===== src/rtl/steer_pkg.sv =====
// Shared constants and types for the steering-enable condition block.
package steer_pkg;

   localparam int LD_W = 12;
   localparam int TMR_W = 26;

   localparam logic [LD_W-1:0] MIN_RIDER_WEIGHT = 12'h200;
   localparam logic [LD_W-1:0] HYSTERESIS = 12'h040;

   localparam int unsigned TMR_FULL_CNT = 65_000_000;
   localparam int unsigned FAST_SIM_CNT = 32768;

   typedef logic [LD_W:0] sum_t;

endpackage


===== src/rtl/steer_tmr.sv =====
// Saturating rider-settle timer with synchronous clear.
// Sets full while the count sits at the terminal value TERM.
module steer_tmr #(
   parameter int W = 26,
   parameter int unsigned TERM = 65_000_000
) (
   input  logic clk,
   input  logic rst_n,
   input  logic clr,
   output logic full
);

   localparam logic [W-1:0] TERM_C = W'(TERM);

   logic [W-1:0] cnt;

   always_ff @(posedge clk or negedge rst_n) begin
      if (!rst_n)
         cnt <= '0;
      else if (clr)
         cnt <= '0;
      else if (cnt < TERM_C)
         cnt <= cnt + 1'b1;
   end

   assign full = (cnt == TERM_C);

endmodule


===== src/rtl/steer_en_cond.sv =====
// Load-cell condition flags and settle timer for steer_en_SM.
// Define STEER_FAST_SIM_EN to shorten the timer to FAST_SIM_CNT cycles.
module steer_en_cond
   import steer_pkg::*;
(
   input  logic            clk,
   input  logic            rst_n,
   input  logic [LD_W-1:0] lft_ld,
   input  logic [LD_W-1:0] rght_ld,
   input  logic            ld_vld,
   input  logic            clr_tmr,
   output logic            sum_gt_min,
   output logic            sum_lt_min,
   output logic            diff_gt_1_4,
   output logic            diff_gt_15_16,
   output logic            tmr_full,
   output logic            cond_vld
);

   localparam sum_t THR_HI = sum_t'(MIN_RIDER_WEIGHT) + sum_t'(HYSTERESIS);
   localparam sum_t THR_LO = sum_t'(MIN_RIDER_WEIGHT) - sum_t'(HYSTERESIS);

   generate
      if (HYSTERESIS > MIN_RIDER_WEIGHT) begin : g_thr_chk
         $error("HYSTERESIS exceeds MIN_RIDER_WEIGHT");
      end
   endgenerate

`ifdef STEER_FAST_SIM_EN
   localparam int unsigned TERM = FAST_SIM_CNT;
`else
   localparam int unsigned TERM = TMR_FULL_CNT;
`endif

   logic [LD_W-1:0] lft_q;
   logic [LD_W-1:0] rght_q;
   logic            s1_vld;

   sum_t            sum;
   logic [LD_W-1:0] diff;
   sum_t            quarter;
   sum_t            f15_16;

   always_ff @(posedge clk or negedge rst_n) begin
      if (!rst_n) begin
         lft_q  <= '0;
         rght_q <= '0;
         s1_vld <= 1'b0;
      end else begin
         s1_vld <= ld_vld;
         if (ld_vld) begin
            lft_q  <= lft_ld;
            rght_q <= rght_ld;
         end
      end
   end

   always_comb begin
      sum = sum_t'(lft_q) + sum_t'(rght_q);
      diff = (lft_q >= rght_q) ? (lft_q - rght_q)
                               : (rght_q - lft_q);
      quarter = sum >> 2;
      f15_16 = sum - (sum >> 4);
   end

   // Flags only move on a real sample and hold in between.
   always_ff @(posedge clk or negedge rst_n) begin
      if (!rst_n) begin
         sum_gt_min    <= 1'b0;
         sum_lt_min    <= 1'b1;
         diff_gt_1_4   <= 1'b0;
         diff_gt_15_16 <= 1'b0;
         cond_vld      <= 1'b0;
      end else if (s1_vld) begin
         sum_gt_min    <= (sum > THR_HI);
         sum_lt_min    <= (sum < THR_LO);
         diff_gt_1_4   <= (sum_t'(diff) > quarter);
         diff_gt_15_16 <= (sum_t'(diff) > f15_16);
         cond_vld      <= 1'b1;
      end
   end

   steer_tmr #(
      .W    (TMR_W),
      .TERM (TERM)
   ) u_tmr (
      .clk   (clk),
      .rst_n (rst_n),
      .clr   (clr_tmr),
      .full  (tmr_full)
   );

endmodule


===== config.mk =====
export PLATFORM = sky130hd
export DESIGN_NAME = steer_en_cond
export DESIGN_NICKNAME = d
export VERILOG_FILES = /design/src/rtl/steer_pkg.sv /design/src/rtl/steer_tmr.sv /design/src/rtl/steer_en_cond.sv
export SDC_FILE = /design/constraint.sdc
export NUM_CORES = 1
export LEC_CHECK = 0
export ABC_AREA = 1
export ABC_CLOCK_PERIOD_IN_PS = 5000
export CAP_MARGIN = 20
export CORE_MARGIN = 2
export CORE_UTILIZATION = 40
export DETAILED_ROUTE_END_ITERATION = 8
export GPL_ROUTABILITY_DRIVEN = 1
export PLACE_DENSITY = 0.54
export SYNTH_ARGS = -nofsm -noshare
export SYNTH_HDL_FRONTEND = slang
export SYNTH_SLANG_ARGS = --single-unit

===== constraint.sdc =====
create_clock -name clk -period 5 [get_ports clk]
set_clock_uncertainty 0.2 [all_clocks]
set_input_delay 1 -clock clk [delete_from_list [all_inputs] [get_ports clk]]
set_output_delay 1 -clock clk [all_outputs]
set_load 0.01 [all_outputs]

## After elaboration in Yosys (flattened, before gate mapping)

Index checks and enable logic that the tools add are counted.

| word-level totals | value |
|---|---|
| register bits | 56 |
| input port bits | 28 |
| output and inout bits | 6 |

| cells by class | value |
|---|---|
| add/subtract/negate cells | 5 |
| order comparisons | 6 |
| eq/ne operators | 1 |
| multiplexer cells | 3 |
| reduce and logical (&&, ||, !) cells | 1 |

Operators with widths:

| cell | count |
|---|---|
| 26-bit two-way mux | 2 |
| 26-bit by 1-bit adder with 26-bit output (second input constant) | 1 |
| 26-bit equality test (second input constant) | 1 |
| 26-bit < comparator (second input constant) | 1 |
| 12-bit subtractor | 2 |
| 12-bit by 12-bit adder with 13-bit output | 1 |
| 12-bit by 13-bit > comparator with 1-bit output | 1 |
| 13-bit by 10-bit > comparator with 1-bit output (second input constant) | 1 |
| 13-bit by 9-bit < comparator with 1-bit output (second input constant) | 1 |
| 13-bit by 9-bit subtractor with 13-bit output | 1 |
| 12-bit >= comparator | 1 |
| 12-bit by 11-bit > comparator with 1-bit output | 1 |
| 12-bit two-way mux | 1 |
| 2-bit nonzero test | 1 |

## Longest topological paths before layout

Gate-level depths: netlist of the first run.

| depth | value |
|---|---|
| depth in word-level cells | 3 |
| mapped depth | 27 |
| gate-level depth less buffers | 26 |

## By module

From an unflattened synthesis of the first run, not the netlist that was laid out.

| second synthesis, totals | value |
|---|---|
| cell total of the unflattened synthesis | 958 |
| area total of the unflattened synthesis | 6288.5 um^2 |

By module, submodules not included:

| module | instances | cells an instance | area each (um^2) | sequential area each (um^2) |
|---|---|---|---|---|
| steer_en_cond | 1 | 658 | 4362.9 | 752.0 |
| steer_tmr | 1 | 300 | 1925.6 | 650.6 |

## Worst setup path before layout of the first run

Ideal clock, no wire load.

| timing | value |
|---|---|
| path kind | reg2reg |
| start point | register lft_q[1] |
| end point | register diff_gt_15_16 |
| library setup time | 0.117 ns |
| arrival time | 3.517 ns |
| path slack | 1.166 ns |
| stages on the path, launching flop included | 23 |
| path buffers | 0 |
| period minus slack after synthesis | 3.834 ns |
| cell sequence | dfrtp_1 inv_1 fa_1 o21ai_2 nand3_1 nand2_1 inv_1 ha_1 fa_1 nor2_1 nand3_1 nand2_1 nand3_1 nand2_2 nand3_2 nand2_1 xor2_1 ha_1 a21o_1 a21oi_1 a21oi_1 nand3_1 nand2_1 |

| on the way | value |
|---|---|
| cells in the longest elaborated chain, start to end | 3 |

RTL lines:

| element | line | source |
|---|---|---|
| start: declaration | steer_en_cond.sv:35 | `logic [LD_W-1:0] lft_q;` |
| start signal: assignment | steer_en_cond.sv:52 | `lft_q <= lft_ld;` |
| 12-bit by 12-bit adder with 13-bit output, or another cell as far along | steer_en_cond.sv:59 | `sum = sum_t'(lft_q) + sum_t'(rght_q);` |
| 13-bit by 9-bit subtractor with 13-bit output / 12-bit two-way mux (equally long branches) | steer_en_cond.sv:63, steer_en_cond.sv:60 |  |
| 12-bit by 13-bit > comparator with 1-bit output (*) | steer_en_cond.sv:78 | `diff_gt_15_16 <= (sum_t'(diff) > f15_16);` |
| end signal: assignment | steer_en_cond.sv:78 |  |
| end: declaration | steer_en_cond.sv:15 | `output logic diff_gt_15_16,` |

Mark *: on every way between the ends. The rest lies on a longest branch, timed or not.
A chain may end at the register's enable or synchronous reset.

## Final worst setup path of the first run

Ends and elaborated chain as after synthesis.

==> results of run 1 <==
## report_power, final
group | total, mW | internal (mW) | switching (mW)
logic | 1.42 | 0.529 | 0.889
clock network | 0.383 | 0.191 | 0.192
registers | 0.505 | 0.483 | 0.0220
total | 2.31 | 1.20 | 1.10
## cells by family (layout without fill, tap and decap cells)
logic type	Yosys count	after routing	synth area share, %
flip-flops	56	56	23.58
adder cells (fa/ha/maj)	70	70	15.23
AND/OR/NAND/NOR	470	470	35.10
buffers and inverters	148	173	10.56
AO/OA/AOI/OAI	125	125	12.09
XOR/XNOR	21	21	3.092
multiplexers	2	2	0.3575
## cells in the mapped netlist, types with 12 or more instances
cell type	number	area [sq um]
nand2_2	21	131.4
o21ai_0	47	235.2
ha_1	66	825.8
nand3_1	66	330.3
nand2_1	240	900.9
inv_2	12	45.04
dfrtp_1	55	1376
nor2_1	71	266.5
xor2_1	15	131.4
inv_1	115	431.7
a21oi_1	46	230.2
nand4_1	20	125.1
nor3_1	24	120.1
## flip-flops by register name, summed over array words and instances (netlist names)
name           cells
s1_vld             1
sum_gt_min         1
u_tmr.cnt         26
sum_lt_min         1
lft_q             12
diff_gt_1_4        1
rght_q            12
diff_gt_15_16      1
cond_vld           1
## through the flow
step | util, % | instance area, sq um | power (mW)
after floorplan | - | 5949 | 1.589
final | 45.00 | 6540 | 2.306
after CTS | 45.00 | 6540 | 2.324
after global routing | 45.00 | 6540 | 2.574
after global placement | 43.95 | 6387 | 1.935
after detailed placement | 43.95 | 6387 | 1.924
## per-layer routing
layer | vias up | wire (um) | track usage, % | share of wire (%)
met5 | - | 0 | 0 | 0
met1 | 2492 | 8469 | 31.63 | 54
met2 | 117 | 6263 | 30.01 | 40
li1 | 2937 | - | - | -
met3 | 21 | 556 | 2.209 | 3.6
met4 | 0 | 323 | 6.335 | 2.1
## critical path: cells and delay by family (launching register included)
family / cells / cell delay, ns
AO/OA/AOI/OAI: 6 / 0.81
buffers and inverters: 2 / 0.26
AND/OR/NAND/NOR: 10 / 1.01
adder cells (fa/ha/maj): 4 / 1.43
flip-flops: 1 / 0.43
## cell type report
cell class                      instances  area (sq um)
Timing Repair Buffer                   35         340.3
Clock buffer                            5         125.1
Multi-Input combinational cell        688          3919
Sequential cell                        56          1403
Fill cell                            1564          7994
Clock inverter                          3         27.53
Tap cell                              184         230.2
Inverter                              130         495.5
## final timing paths
check / endpoint / slack (ns) / cells past startpoint
worst max-delay path: diff_gt_15_16 / 0.72 / 22
max in group asynchronous: sum_lt_min / 3.32 / 2
worst min-delay path: cond_vld / 0.27 / 1
min in group asynchronous: rght_q[1] / 0.41 / 1
worst max register to register: diff_gt_15_16 / 0.72 / 22
worst min register to register: cond_vld / 0.27 / 1
==> impl_metrics.ini, run 1 <==
[setup_path]
path_cells = inv_1 -> fa_1 -> o21ai_2 -> nand3_1 -> nand2_1 -> inv_1 -> ha_1 -> fa_1 -> nor2_1 -> nand3_1 -> nand2_1 -> nand3_1 -> nand2_2 -> a21o_1 -> nand2_1 -> ha_1 -> a21oi_1 -> o21ai_0 -> o21bai_1 -> a21oi_1 -> nand3_1 -> nand2_1
worstPathMaxFanout = 4
startpoint = lft_q[1]
path_class = flop to flop
slowest_stage = fa_1
end_kind = flop
worstReg2RegStart = lft_q[1]
critPathMaxStageDelay_ns = 0.50
crit_path_start_kind = flop
cp.arrival_ns = 4.29
worst_ep_required_time_ns = 5.01

[die]
die_x_um = 126.0
die_h_um = 126.0
rows = 44
dieArea_sq_um = 15860
core-area_sq_um = 14530
start_util_pct = 40.93
io_pins = 34

[routing]
dr.first_iter.drc_count = 457
wirelength_um = 15610
post-route-drc-count = 0
ant_nets = 0
viasPerCell = 5.056
wl_per_cell_um = 14.18
via_count = 5567
dr.pass1.iters = 5

[timing]
relSlewSlack_pct = 56.30
setup_ws_ns = 0.7192
hold_viol = 0
drv_slew = 0
worst_pin_slew_ns = 0.6535
rsz0062_at_grt = no
timing.hold.ws_ns = 0.2664
setup_viol = 0
finalCriticalPeriod_ns = 4.281
max_freq_mhz = 233.6
finalSetupTns_ns = 0
post-route-period-util_pct = 85.62

[pwr]
ir_drop_uv = 145.7
power.density_nw_per_um2 = 352.5
p_leak_nw = 3.233

[layout]
final_common_cell = nand2_1
n_antenna_cell = 0
layout.nets = 1014
layout-drive-gt1-share_pct = 7.852
fin_cells = 1101
mostFrequentLayoutCells = nand2_1, inv_1, nor2_1
area_delta_synth_final_pct = 9.926

[yosys]
syn_area_sq_um = 5949
ys_ff_latch = 56
yosys_most_used_dff = dfrtp_1
syn_inst = 892
yosysSeqAreaShare_pct = 23.58
avgSynthCellArea_sq_um = 6.670
synth_warnings = 0
syn_nets = 990
ys_async_sr_fraction_pct = 100.0
synth_edf_count = 0
ys_types = 50

[worst_hold_path]
holdCritPathClass = flop to flop
hold_path_startpoint = cond_vld

[grt]
grt-ovfl-total = 0
grtUsageTotal_pct = 20.55
first_global_vias = 5380
grt_max_degree = 49
grt_first_pass_wirelength_um = 26520
antenna_found_initial = 0

[cts]
cts_tree = built
clk_latency_ns = 0.31
post_cts_buffers = 0
cts_root_buffer = clkbuf_16
ctsResizeCount = 0
h-tree-depth = 2
clockBufferDepth = 2
clkTransAtPathRegs_ns = 0.08
postCtsHoldBufs = 0
cts_sinks = 56
cts_made_buffers = 5

[placement]
io_buffers = 33
post-place-ws_ns = 0.7175
gp_congestion = 0.8793
dp_cells = 1093
dp.final_hpwl_um = 12840

[run]
maxCapViolCount = 0

[run_status]
status = complete, no violations
Power figures use the tool's default switching activity.
==> inputs of run 2 (changes only) <==
--- a/config.mk
+++ b/config.mk
@@ -6,7 +6,7 @@
 export NUM_CORES = 1
 export LEC_CHECK = 0
 export ABC_AREA = 1
-export ABC_CLOCK_PERIOD_IN_PS = 5000
+export ABC_CLOCK_PERIOD_IN_PS = 5500
 export CAP_MARGIN = 20
 export CORE_MARGIN = 2
 export CORE_UTILIZATION = 40
==> constraint.sdc (replaced) <==
create_clock -name clk -period 5.5 [get_ports clk]
set_clock_uncertainty 0.2 [all_clocks]
set_input_delay 1.1 -clock clk [delete_from_list [all_inputs] [get_ports clk]]
set_output_delay 1.1 -clock clk [all_outputs]
set_load 0.01 [all_outputs]
==> run 2 against run 1 <==
Combinational power decreased by 9%. Via count decreased by 0.38%. Clock power decreased by 8.9%. Critical endpoint unchanged. Highest routed layer unchanged.
==> impl_metrics.ini, run 2 (synthesized netlist as in run 1, its figures left out) <==
[routing]
via_count = 5546
dr.pass1.iters = 7
wl_per_cell_um = 14.33
wirelength_um = 15770
post-route-drc-count = 0
viasPerCell = 5.037
dr.first_iter.drc_count = 387
ant_nets = 0

[cts]
clk_latency_ns = 0.31
cts_root_buffer = clkbuf_16
clkTransAtPathRegs_ns = 0.08
cts_tree = built
post_cts_buffers = 0
postCtsHoldBufs = 0
cts_made_buffers = 5
h-tree-depth = 2
ctsResizeCount = 0
cts_sinks = 56
clockBufferDepth = 2

[timing]
finalCriticalPeriod_ns = 4.316
finalSetupTns_ns = 0
hold_viol = 0
setup_viol = 0
rsz0062_at_grt = no
relSlewSlack_pct = 51.59
worst_pin_slew_ns = 0.7262
drv_slew = 0
max_freq_mhz = 231.7
setup_ws_ns = 1.184
post-route-period-util_pct = 78.47

[layout]
reg_top3 = u_tmr.cnt (26), lft_q (12), rght_q (12)
fin_area_sq_um = 6539
layout.nets = 1014
largest_register_ffs = 26
mostFrequentLayoutCells = nand2_1, inv_1, nor2_1
final_common_cell = nand2_1
max_flop_register = u_tmr.cnt
area_delta_synth_final_pct = 9.905
layout-drive-gt1-share_pct = 7.852
n_antenna_cell = 0

[pwr]
finalPower_mw = 2.097
p_sw_share_pct = 47.83
ir_drop_uv = 174.7
p_seq_share_pct = 21.9
p_int_mw = 1.094
p_leak_nw = 3.229
switchingPower_mw = 1.003
power.density_nw_per_um2 = 320.7
comb_power_share_pct = 61.5
p_clk_share_pct = 16.6

[placement]
io_buffers = 33
dp.final_hpwl_um = 12750
place_area_sq_um = 6387
gp_congestion = 0.8750
post-place-ws_ns = 1.200

[run_status]
status = complete, no violations

[die]
dieArea_sq_um = 15860
die_h_um = 126.0
io_pins = 34
start_util_pct = 40.93
die_x_um = 126.0
core-area_sq_um = 14530
rows = 44

[setup_path]
worst_ep_required_time_ns = 5.51
worstPathMaxFanout = 4
path_cells = inv_1 -> fa_1 -> o21ai_2 -> nand3_1 -> nand2_1 -> inv_1 -> ha_1 -> fa_1 -> nor2_1 -> nand3_1 -> nand2_1 -> nand3_1 -> nand2_2 -> a21o_1 -> nand2_1 -> ha_1 -> nand4_1 -> o31ai_1 -> a21oi_1 -> nand3_1 -> nand2_1
critPathMaxStageDelay_ns = 0.50
slowest_stage = fa_1
path_class = flop to flop
cp.arrival_ns = 4.32
end_kind = flop
crit_path_start_kind = flop

[grt]
grt_first_pass_wirelength_um = 26540
grtUsageTotal_pct = 20.62
grt_max_degree = 57
first_global_vias = 5322
grt-ovfl-total = 0
antenna_found_initial = 0

[worst_hold_path]
holdCritPathClass = flop to flop

[run]
maxCapViolCount = 0
## run 2: cell types whose count changed in the layout (fill, tap and decap cells not counted)
cell / delta
clkinv_4: -1
clkinvlp_4: +1
## run 2: path summary, 6_finish.rpt
check,from,endpoint,slack (ns),depth (start not counted)
max reg2reg,lft_q[1],diff_gt_15_16,1.18,21
min in group asynchronous,rst_n,rght_q[0],0.71,2
max in group asynchronous,rst_n,u_tmr.cnt[14],3.89,2
min,cond_vld,cond_vld,0.27,1
max,lft_q[1],diff_gt_15_16,1.18,21
min reg2reg,cond_vld,cond_vld,0.27,1
## run 2: per-layer routing
| metal | GRT usage, % | vias up | share of wire [%] |
|---|---|---|---|
| li1 | - | 2941 | - |
| met1 | 31.22 | 2477 | 53 |
| met2 | 30.49 | 112 | 41 |
| met3 | 3.398 | 16 | 3.9 |
| met4 | 5.107 | 0 | 1.7 |
| met5 | 0 | - | 0 |
## run 2: critical path: cells and delay by family, from the launching register on
family | cells | cell delay [ns]
buffers and inverters | 2 | 0.26
and+or+nand+nor | 11 | 1.16
adders and majority gates | 4 | 1.45
DFF | 1 | 0.44
AOI/OAI and AO/OA | 4 | 0.69
## run 2: area by class of cell
| cell class | instances | area (sq um) |
|---|---|---|
| fillers | 1550 | 7995 |
| well taps | 184 | 230.2 |
| flip-flops and latches | 56 | 1403 |
| multi-input cells | 688 | 3919 |
| inverters | 130 | 495.5 |
| repair buffers | 35 | 340.3 |
| clock inverters | 3 | 26.28 |
| clock buffers | 5 | 125.1 |
## run 2: per-stage QoR
step                      utilization (%)  std cells  hold WS, ns
after global placement              43.95       1093       0.2482
final                               44.99       1101       0.2657
after global routing                44.99       1101       0.2812
after floorplan                         -        892       0.2597
after detailed placement            43.95       1093       0.2502
after CTS                           44.99       1101       0.2731
## run 2: power groups by stage
stage          clock [mW]  combinational [mW]  sequential, mW
2_1_floorplan           0               0.977           0.468
3_3_place_gp            0                1.29           0.467
3_5_place_dp            0                1.28           0.468
4_1_cts             0.367                1.29           0.459
5_1_grt             0.378                1.48           0.464
6_report            0.349                1.29           0.459
==> inputs of run 3 (changes only) <==
--- a/config.mk
+++ b/config.mk
@@ -6,7 +6,7 @@
 export NUM_CORES = 1
 export LEC_CHECK = 0
 export ABC_AREA = 1
-export ABC_CLOCK_PERIOD_IN_PS = 5500
+export ABC_CLOCK_PERIOD_IN_PS = 4300
 export CAP_MARGIN = 20
 export CORE_MARGIN = 2
 export CORE_UTILIZATION = 40
==> constraint.sdc (replaced) <==
create_clock -name clk -period 4.3 [get_ports clk]
set_clock_uncertainty 0.2 [all_clocks]
set_input_delay 0.86 -clock clk [delete_from_list [all_inputs] [get_ports clk]]
set_output_delay 0.86 -clock clk [all_outputs]
set_load 0.01 [all_outputs]
==> run 3 against run 2 <==
Hold slack improved by 0.00097 ns. Worst setup slack got worse by 0.88 ns. Cell area increased by 2.3%. Die area unchanged. Highest routed layer unchanged. Global-route usage increased by 0.20 points. Maximum frequency increased by 8.1%. Combinational power increased by 36%. Non-clock buffer count increased by 15. Largest power group unchanged. Clock power increased by 26%. Via count increased by 1.8%. Wire length increased by 1.4%.
==> impl_metrics.ini, run 3 (synthesized netlist as in run 1, its figures left out) <==
[run_status]
status = complete, no violations

[timing]
relSlewSlack_pct = 41.72
max_freq_mhz = 250.6
setup_viol = 0
worst_pin_slew_ns = 0.8742
setup_ws_ns = 0.3091
drv_slew = 0
rsz0062_at_grt = no
post-route-period-util_pct = 92.81
hold_viol = 0
finalSetupTns_ns = 0
finalCriticalPeriod_ns = 3.991

[setup_path]
r2r.worst_path.cells = 23
end_kind = flop
worstReg2RegStart = lft_q[9]
startpoint = lft_q[9]
worstPathMaxFanout = 9
worst_ep_required_time_ns = 4.31
cp.arrival_ns = 4.00
crit_path_start_kind = flop
path_class = flop to flop
rr_endpoint = diff_gt_15_16
r2r_slack_ns = 0.31

[run]
maxCapViolCount = 0

[routing]
post-route-drc-count = 0
via_count = 5645
wl_per_cell_um = 14.33
dr.first_iter.drc_count = 383
wirelength_um = 16000
dr.pass1.iters = 5
viasPerCell = 5.058
ant_nets = 0

[cts]
cts_root_buffer = clkbuf_16
clk_latency_ns = 0.32
cts_made_buffers = 5
cts_tree = built
postCtsHoldBufs = 0
clkTransAtPathRegs_ns = 0.08
cts_sinks = 56
clockBufferDepth = 2
h-tree-depth = 2

[grt]
grt_max_degree = 49
first_global_vias = 5293
grt_first_pass_wirelength_um = 26700
grt-ovfl-total = 0
grtUsageTotal_pct = 20.82
antenna_found_initial = 0

[placement]
io_buffers = 33
place_area_sq_um = 6492
post-place-ws_ns = 0.1063
dp.final_hpwl_um = 13160
gp_congestion = 0.8771

[layout]
max_flop_register = u_tmr.cnt
reg_top3 = u_tmr.cnt (26), lft_q (12), rght_q (12)
layout-drive-gt1-share_pct = 10.73
layout.nets = 1029
fin_area_sq_um = 6691
largest_register_ffs = 26
fin_util_pct = 46.04
mostFrequentLayoutCells = nand2_1, inv_1, nor2_1
final_common_cell = nand2_1
n_antenna_cell = 0
fill_cells = 1565
area_delta_synth_final_pct = 12.47

[pwr]
power.density_nw_per_um2 = 414.6
p_leak_nw = 3.299
ir_drop_uv = 170.3

[worst_hold_path]
holdCritPathClass = flop to flop
min_path_cells = 1
hold-path-endpoint = cond_vld
hold_path_startpoint = cond_vld

[die]
die_h_um = 126.0
io_pins = 34
die_x_um = 126.0
start_util_pct = 40.93
dieArea_sq_um = 15860
rows = 44
core-area_sq_um = 14530
run 3: layer usage:
metal / wire, um / GRT usage (%)
met1: 8709 / 32.64
met2: 6352 / 29.73
met3: 675 / 3.144
met4: 258 / 4.977
met5: 0 / 0
run 3: how the worst max path moves through the flow:
stage	depth (start not counted)	slack (ns)	end
finish	23	0.31	diff_gt_15_16
CTS	21	0.09	diff_gt_15_16
global placement	21	0.22	diff_gt_15_16
detailed placement	21	0.11	diff_gt_15_16
global route	23	0.007	diff_gt_15_16
floorplan	22	0.47	diff_gt_15_16
run 3: stage by stage:
stage	power [mW]	instances	hold WS, ns
after floorplan	1.848	892	0.2597
after global placement	2.305	1107	0.2505
after detailed placement	2.295	1107	0.2509
after CTS	2.754	1115	0.2742
after global routing	3.072	1116	0.2814
final	2.774	1116	0.2667
run 3: power breakdown:
part	leakage, nW	internal [mW]	switching [mW]
Sequential	0.714	0.562	0.0252
Clock	0.0708	0.221	0.219
Combinational	2.51	0.681	1.07
Total	3.30	1.46	1.31
run 3: area by class of cell:
| type | count | area (sq um) | share of cell area, % |
|---|---|---|---|
| Tap cell | 184 | 230.2 | 3.441 |
| Clock buffer | 5 | 125.1 | 1.870 |
| Timing Repair Buffer | 50 | 452.9 | 6.769 |
| Sequential cell | 56 | 1405 | 21.00 |
| Clock inverter | 3 | 25.02 | 0.3740 |
| Multi-Input combinational cell | 688 | 3958 | 59.14 |
| Inverter | 130 | 495.5 | 7.405 |
run 3: critical path, stage by stage (launching register included):
cell      delay, ns
dfrtp_1        0.38
inv_1          0.07
ha_1           0.45
nor2_2         0.18
nand2_1        0.09
nor2_1         0.10
nand2_1        0.07
nand3_2        0.10
a21oi_1        0.07
o21bai_1       0.27
inv_1          0.13
ha_1           0.34
buf_4          0.16
nand2_2        0.08
nor2_2         0.04
nand3_1        0.09
nand3_1        0.11
xor2_1         0.15
ha_1           0.29
nand3_1        0.08
o31ai_1        0.23
a21oi_1        0.07
nand3_1        0.09
nand2_1        0.05
run 3: timing repair:
item / 4_1_cts / 5_1_grt
gates resized for setup: 0 / 14
setup buffers: 0 / 1
setup endpoints to repair: 0 / 1
